==> src/rtl/note_stabilizer.sv <==
// note_stabilizer: debounces the per-frame note index stream and emits one
// event per confirmed note change. Each event carries the new note and the
// length, in accepted frames, of the note it replaces. Prolonged input silence
// forces a commit of the rest note so a held note cannot hang forever.
module note_stabilizer #(
    parameter int NOTE_WIDTH     = 6,
    parameter int CONFIRM_COUNT  = 3,
    parameter int REST_NOTE      = 0,
    parameter int TIMEOUT_CYCLES = 1048576
) (
    input  logic                  clk_in,
    input  logic                  rst_in,
    input  logic [NOTE_WIDTH-1:0] note_in,
    input  logic                  note_valid_in,
    output logic [NOTE_WIDTH-1:0] note_out,
    output logic                  note_valid_out,
    output logic [7:0]            dur_out,
    output logic                  active_out
);

    localparam logic [NOTE_WIDTH-1:0] REST    = NOTE_WIDTH'(REST_NOTE);
    localparam logic [3:0]            CONFIRM = 4'(CONFIRM_COUNT);
    localparam logic [23:0]           TIMEOUT = 24'(TIMEOUT_CYCLES);
    localparam logic [7:0]            DUR_MAX = 8'd255;

    // Tracking state: the note being confirmed, its run length, the note
    // last handed downstream, frames spent on that note, and silence length.
    logic [NOTE_WIDTH-1:0] cand_q, cand_d;
    logic [3:0]            cand_cnt_q, cand_cnt_d;
    logic [NOTE_WIDTH-1:0] committed_q, committed_d;
    logic [7:0]            hold_cnt_q, hold_cnt_d;
    logic [23:0]           idle_cnt_q, idle_cnt_d;

    // Registered outputs.
    logic [NOTE_WIDTH-1:0] note_q, note_d;
    logic                  valid_q, valid_d;
    logic [7:0]            dur_q, dur_d;
    logic                  active_q, active_d;

    // Scratch value: hold count including the frame accepted this cycle.
    logic [7:0]            hold_inc;

    // Next-state logic: an accepted frame updates the candidate and may
    // commit it; a silent cycle advances the idle timer and may force a rest.
    always_comb begin
        cand_d      = cand_q;
        cand_cnt_d  = cand_cnt_q;
        committed_d = committed_q;
        hold_cnt_d  = hold_cnt_q;
        idle_cnt_d  = idle_cnt_q;
        note_d      = note_q;
        valid_d     = 1'b0;
        dur_d       = dur_q;
        hold_inc    = (hold_cnt_q == DUR_MAX) ? DUR_MAX : hold_cnt_q + 8'd1;

        if (note_valid_in) begin
            // Any valid frame restarts the silence timer, so it always
            // beats a timeout landing on the same cycle.
            idle_cnt_d = 24'd0;
            hold_cnt_d = hold_inc;

            if (note_in == cand_q) begin
                cand_cnt_d = (cand_cnt_q >= CONFIRM) ? CONFIRM : cand_cnt_q + 4'd1;
            end else begin
                cand_d     = note_in;
                cand_cnt_d = 4'd1;
            end

            // Commit only on the frame that reaches the threshold and only
            // when it actually changes the committed note; a saturated count
            // on the already-committed note therefore stays silent.
            if ((cand_cnt_d == CONFIRM) && (cand_d != committed_q)) begin
                note_d      = cand_d;
                dur_d       = hold_inc;
                valid_d     = 1'b1;
                committed_d = cand_d;
                hold_cnt_d  = 8'd0;
            end
        end else begin
            idle_cnt_d = (idle_cnt_q >= TIMEOUT) ? TIMEOUT : idle_cnt_q + 24'd1;

            // The timer saturates, so this fires once per silence; after it
            // fires the committed note is rest and the guard blocks repeats.
            if ((idle_cnt_d == TIMEOUT) && (committed_q != REST)) begin
                note_d      = REST;
                dur_d       = hold_cnt_q;
                valid_d     = 1'b1;
                committed_d = REST;
                hold_cnt_d  = 8'd0;
                cand_d      = REST;
                cand_cnt_d  = CONFIRM;
            end
        end

        active_d = (committed_d != REST);
    end

    // State and output registers with synchronous reset; a reset drops any
    // event that would have been issued on this edge.
    always_ff @(posedge clk_in) begin
        if (rst_in) begin
            cand_q      <= REST;
            cand_cnt_q  <= 4'd0;
            committed_q <= REST;
            hold_cnt_q  <= 8'd0;
            idle_cnt_q  <= 24'd0;
            note_q      <= REST;
            valid_q     <= 1'b0;
            dur_q       <= 8'd0;
            active_q    <= 1'b0;
        end else begin
            cand_q      <= cand_d;
            cand_cnt_q  <= cand_cnt_d;
            committed_q <= committed_d;
            hold_cnt_q  <= hold_cnt_d;
            idle_cnt_q  <= idle_cnt_d;
            note_q      <= note_d;
            valid_q     <= valid_d;
            dur_q       <= dur_d;
            active_q    <= active_d;
        end
    end

    assign note_out       = note_q;
    assign note_valid_out = valid_q;
    assign dur_out        = dur_q;
    assign active_out     = active_q;

endmodule

==> config.mk <==
export PLATFORM = sky130hd
export DESIGN_NAME = note_stabilizer
export DESIGN_NICKNAME = d
export VERILOG_FILES = /design/src/rtl/note_stabilizer.sv
export SDC_FILE = /design/constraint.sdc
export NUM_CORES = 1
export LEC_CHECK = 0
export BUFFER_PORTS_ARGS = -buffer_cell sky130_fd_sc_hd__buf_2
export CORE_UTILIZATION = 50
export CTS_BUF_LIST = sky130_fd_sc_hd__clkbuf_4 sky130_fd_sc_hd__clkbuf_8 sky130_fd_sc_hd__clkbuf_16
export CTS_CLUSTER_DIAMETER = 40
export DETAILED_ROUTE_END_ITERATION = 10
export GPL_TIMING_DRIVEN = 0
export PLACE_DENSITY = 0.74
export SYNTH_ARGS = -nofsm -noshare
export SYNTH_HDL_FRONTEND = slang
export SYNTH_SLANG_ARGS = --single-unit
==> constraint.sdc <==
create_clock -name clk_in -period 3.29 [get_ports clk_in]
set_input_delay 0.658 -clock clk_in [delete_from_list [all_inputs] [get_ports clk_in]]
set_output_delay 0.658 -clock clk_in [all_outputs]
set_load 0.005 [all_outputs]
* Yosys cells after proc, flatten, opt, wreduce, memory -nomap -nowiden *
Cells that the tools add are included.

word-level totals
  register bits = 64
  latch bits = 0
  RAM bits = 0
  bits in read-only memories = 0
  input port bits = 9
  output and inout bits = 16
  logic and storage cells = 52
  memories kept = 0

cells by class
  add/subtract/negate cells = 3
  multipliers = 0
  divide/modulo/power cells = 0
  magnitude comparators = 2
  equality and inequality tests = 6
  shift-type cells = 0
  multiplexer cells = 25
  bitwise logic cells = 0
  reduce and logical (&&, ||, !) cells = 7

operators with widths
  cell                   number
  $mux 8                 7
  $mux 6                 9
  $add 24x1->24 const B  1
  $eq 24x21->1 const B   1
  $ge 24x21->1 const B   1
  $mux 24                1
  $mux 4                 5
  $reduce_bool 6->1      2
  $add 8x1->8 const B    1
  $eq 8x8->1 const B     1
  $eq 6x6->1             1
  $ne 6x6->1             1
  $add 4x1->4 const B    1
  $eq 4x2->1 const B     1
  $ge 4x2->1 const B     1
  $mux 1                 3
  $logic_and 1x1->1      2
  $ne 2x1->1 const B     1
  $reduce_and 2->1       1
  $reduce_bool 2->1      1
  $reduce_or 2->1        1

* Logic depth before layout (Yosys ltp) *
  depth in word-level cells = 9
  gate-level depth with buffers = 9

* Least setup slack after synthesis *
Ideal clock, no wire load.

  kind = flip-flop to flip-flop
  from = register idle_cnt_q[0]
  to = register dur_q[5], in the netlist dur_out[5]
  library setup time = 0.121 ns
  data arrival time = 2.139 ns
  required time = 3.169 ns
  slack = 1.029 ns
  cell stages (with the launch flop) = 10
  path buffers = 2
  period minus slack after synthesis = 2.261 ns
  path through = dfxtp_1 > ha_1 > and3_1 > buf_6 > and4_2 > and4b_4 > a31oi_4 > o21ba_1 > buf_6 > mux2_4

between the ends
  word-level cells in the longest chain between the ends = 6
  elaborated cells on any way between the ends = 7
  those cells by class = add/sub (1); order compare (1); eq/ne (1); mux (1); reduce/logical (3)

RTL lines
  what                                           RTL line  source
  from (decl)                                    32        logic [23:0] idle_cnt_q, idle_cnt_d;
  from (signal assigned)                         116       idle_cnt_q <= idle_cnt_d;
  $add 24x1->24 or $ge 24x21->1 (tied branches)  80        idle_cnt_d = (idle_cnt_q >= TIMEOUT) ? TIMEOUT : idle_cnt_q + 24'd1;
  $mux 24 (*)                                    80
  $eq 24x21->1 (*)                               84        if ((idle_cnt_d == TIMEOUT) && (committed_q != REST)) begin
  $logic_and 1x1->1 (*)                          84
  $reduce_bool 2->1 (no source line) (*)         n/a
  $reduce_and 2->1 (no source line) (*)          n/a
  to (signal assigned)                           119       dur_q <= dur_d;
  to (decl)                                      37        logic [7:0] dur_q, dur_d;

Every way passes the cells marked *; elsewhere a longest branch is shown, timed or not.
A chain may end at the register's enable or synchronous reset.

* Worst setup path in the final report *
Same ends and word-level chain as after synthesis.

==> flow_metrics.env <==
export IMPL_p_total_mw=1.55
export IMPL_critPathLaunchType="flop"
export IMPL_first_pass_iters=4
export IMPL_grt_antenna_before_repair=0
export IMPL_cts_sinks=64
export IMPL_diodes=0
export IMPL_pin_count=25
export IMPL_path_clk_slew_ps=70
export IMPL_synth_edf_count=0
export IMPL_clockRootBuffer="clkbuf_8"
export IMPL_syn_inst=333
export IMPL_final_nets=382
export IMPL_grt_max_degree=11
export IMPL_grt_pass1_vias=2299
export IMPL_area_delta_synth_final_pct=12.8
export IMPL_final_common_cell="dfxtp_1"
export IMPL_ctsResizeCount=0
export IMPL_slew_viol_final=0
export IMPL_max_cap_viol_count=0
export IMPL_tightest_slew_ps=628
export IMPL_mostFrequentLayoutCells="64 x dfxtp_1, 31 x nor2_1, 23 x buf_2"
export IMPL_crit_fanout=9
export IMPL_postRouteAntennaNets=0
export IMPL_yosysWarningCount=0
export IMPL_fin_tns_setup_ps=0
export IMPL_dieWidth_um=81.9
export IMPL_ys_ff_latch=64
export IMPL_vias=2482
export IMPL_die_area_um2=6700
export IMPL_post_cts_buffers=0
export IMPL_vdd_drop_max_mv=0.335
export IMPL_rsz0062_at_grt="false"
export IMPL_synth_distinct_cells=55
export IMPL_crit_reg2reg_launch="idle_cnt_q[0]$_SDFF_PP0_"
export IMPL_drive_gt1_share_pct=18.7
export IMPL_r2r_cells=9
export IMPL_setup_worst_path_class="reg -> reg"
export IMPL_tritoncts="yes"
export IMPL_r2r_end="dur_out[5]$_SDFFE_PP0P_"
export IMPL_max_freq_mhz=411
export IMPL_final_core_util_pct=59.7
export IMPL_netlist_area_um2=3190
export IMPL_crit_arrival_ps=2650
export IMPL_io_buffers=23
export IMPL_hp_class="reg -> reg"
export IMPL_cts_buffers=9
export IMPL_grt_pass1_wl_um=10400
export IMPL_place_hpwl_um=4350
export IMPL_start_util_pct=52.9
export IMPL_min_from="note_out[0]$_SDFFE_PP0P_"
export IMPL_core_area_um2=6030
export IMPL_wire_per_inst_um=13.6
export IMPL_worstSetupEndpointType="flop"
export IMPL_gr_total_overflow=0
export IMPL_drc_errors=0
export IMPL_min_to="note_out[0]$_SDFFE_PP0P_"
export IMPL_routabilityCongestion=0.836
export IMPL_cts_buffer_depth=2
export IMPL_min_period_ps=2430
export IMPL_power_density_nw_per_um2=431
export IMPL_min_path_cells=2
export IMPL_wirelength_um=6110
export IMPL_drt_initial_drc_count=105
export IMPL_yosys_most_used_dff="dfxtp_1"
export IMPL_finClkSkew_ps=11.5
export IMPL_hold_viol=0
export IMPL_holdBufCountCts=0
export IMPL_holdWs_ps=475
export IMPL_power_leakage_nw=1.42
export IMPL_period_share_pct=73.9
export IMPL_status="finished, final reports clean"
export IMPL_slew_headroom_pct=57.7
export IMPL_vias_per_cell=5.53
export IMPL_rrSetupSlack_ps=860
export IMPL_dp_cells=433
export IMPL_worstPathRequired_ps=3510
export IMPL_instances_no_fill=449
export IMPL_seq_area_frac_synth_pct=40.2
export IMPL_async_flop_share_pct=0
export IMPL_fp_row_count=28
export IMPL_h_tree_depth=3
export IMPL_grt_use_total_pct=20.5
export IMPL_avgSynthCellArea_um2=9.57
export IMPL_setup_viol_count_final=0
export IMPL_dieHeight_um=81.9
export IMPL_clock_latency_ps=340
==> worst max-delay path, stage by stage (launching register included) <==
cell     delay, ps
dfxtp_1        410
ha_1           270
and3_1         190
buf_6          120
a31oi_1        130
nor4_4         370
a31oi_4        160
o21ba_1        220
buf_6          150
mux2_4         290
==> per-layer routing <==
metal	track usage [%]	wire, um	up-vias
met2	32.1	2760	61
met3	4.22	260	9
met1	26.9	2990	1150
met5	0	0	-
li1	-	-	1262
met4	9.30	97	0
==> where the power goes <==
group / switching [mW] / total, mW / internal, mW
Sequential: 0.00973 / 0.796 / 0.787
Combinational: 0.0502 / 0.0865 / 0.0362
Clock: 0.294 / 0.666 / 0.372
Total: 0.354 / 1.55 / 1.19
==> kinds of logic (layout without fill, tap and decap cells) <==
kind of cell,after synthesis,count (layout),share of synthesized area (%)
buf+inv,40,79,5.89
mux,9,9,3.30
simple gates,116,116,20.6
xor+xnor,33,33,9.65
fa+ha+maj,4,4,1.57
flops,64,64,40.2
compound gates,66,66,18.7
other cells,1,3,0.118
==> registers in the layout, indices dropped and copies added, names as in the netlist <==
| signal | count |
|---|---|
| dur_out | 8 |
| hold_cnt_q | 8 |
| cand_q | 6 |
| note_out | 6 |
| committed_q | 6 |
| active_out | 1 |
| note_valid_out | 1 |
| idle_cnt_q | 24 |
| cand_cnt_q | 4 |
==> final cells by class <==
| class | count | area [um^2] |
|---|---|---|
| buffer | 18 | 105 |
| clock inverter | 4 | 45.0 |
| clock buffer | 12 | 146 |
| sequential | 64 | 1280 |
| inverter | 22 | 82.6 |
| fill | 500 | 2430 |
| multi-input combinational | 231 | 1730 |
| timing repair buffer | 23 | 115 |
| tap | 75 | 93.8 |
==> cells in the mapped netlist (all sizes together) (3+ instances only) <==
cell type  number  area [um^2]
o22ai           3         18.8
a22o            7         61.3
nor4            3         33.8
and3            9         57.6
and4            6         58.8
nand4           7         43.8
and2            4         27.5
a21boi          4         30.0
nor2           32          123
nor3            8         51.3
a31oi           5         46.3
buf             6         60.1
nand2          15         56.3
nand2b          6         37.5
dfxtp          64         1280
mux2            3         45.0
ha              4         50.1
clkbuf         12         45.0
o21ai           5         25.0
inv            22         82.6
mux2i           6         60.1
nand3b          6         45.0
xnor2          13          133
nand3          12         60.1
xor2           20          175
nor2b           4         25.0
a311o           3         30.0
o41ai          14          198
a21oi          12         60.1
==> through the flow <==
step / instance area [um^2] / setup slack (ps)
after floorplan: 3200 / 1030
after global placement: 3400 / 733
after detailed placement: 3400 / 701
after CTS: 3600 / 842
after global routing: 3600 / 720
final: 3600 / 857
==> worst max-delay path by stage <==
| stage | from | to | slack [ps] |
|---|---|---|---|
| 6_report | idle_cnt_q[0]$_SDFF_PP0_ | dur_out[5]$_SDFFE_PP0P_ | 860 |
| 5_1_grt | idle_cnt_q[1]$_SDFF_PP0_ | dur_out[5]$_SDFFE_PP0P_ | 720 |
| 4_1_cts | idle_cnt_q[0]$_SDFF_PP0_ | dur_out[5]$_SDFFE_PP0P_ | 840 |
| 3_5_place_dp | note_in[0] | note_out[2]$_SDFFE_PP0P_ | 700 |
| 3_3_place_gp | note_in[0] | note_out[4]$_SDFFE_PP0P_ | 730 |
| 2_1_floorplan | idle_cnt_q[0]$_SDFF_PP0_ | dur_out[5]$_SDFFE_PP0P_ | 1030 |
(Power assumes the default switching activity.)
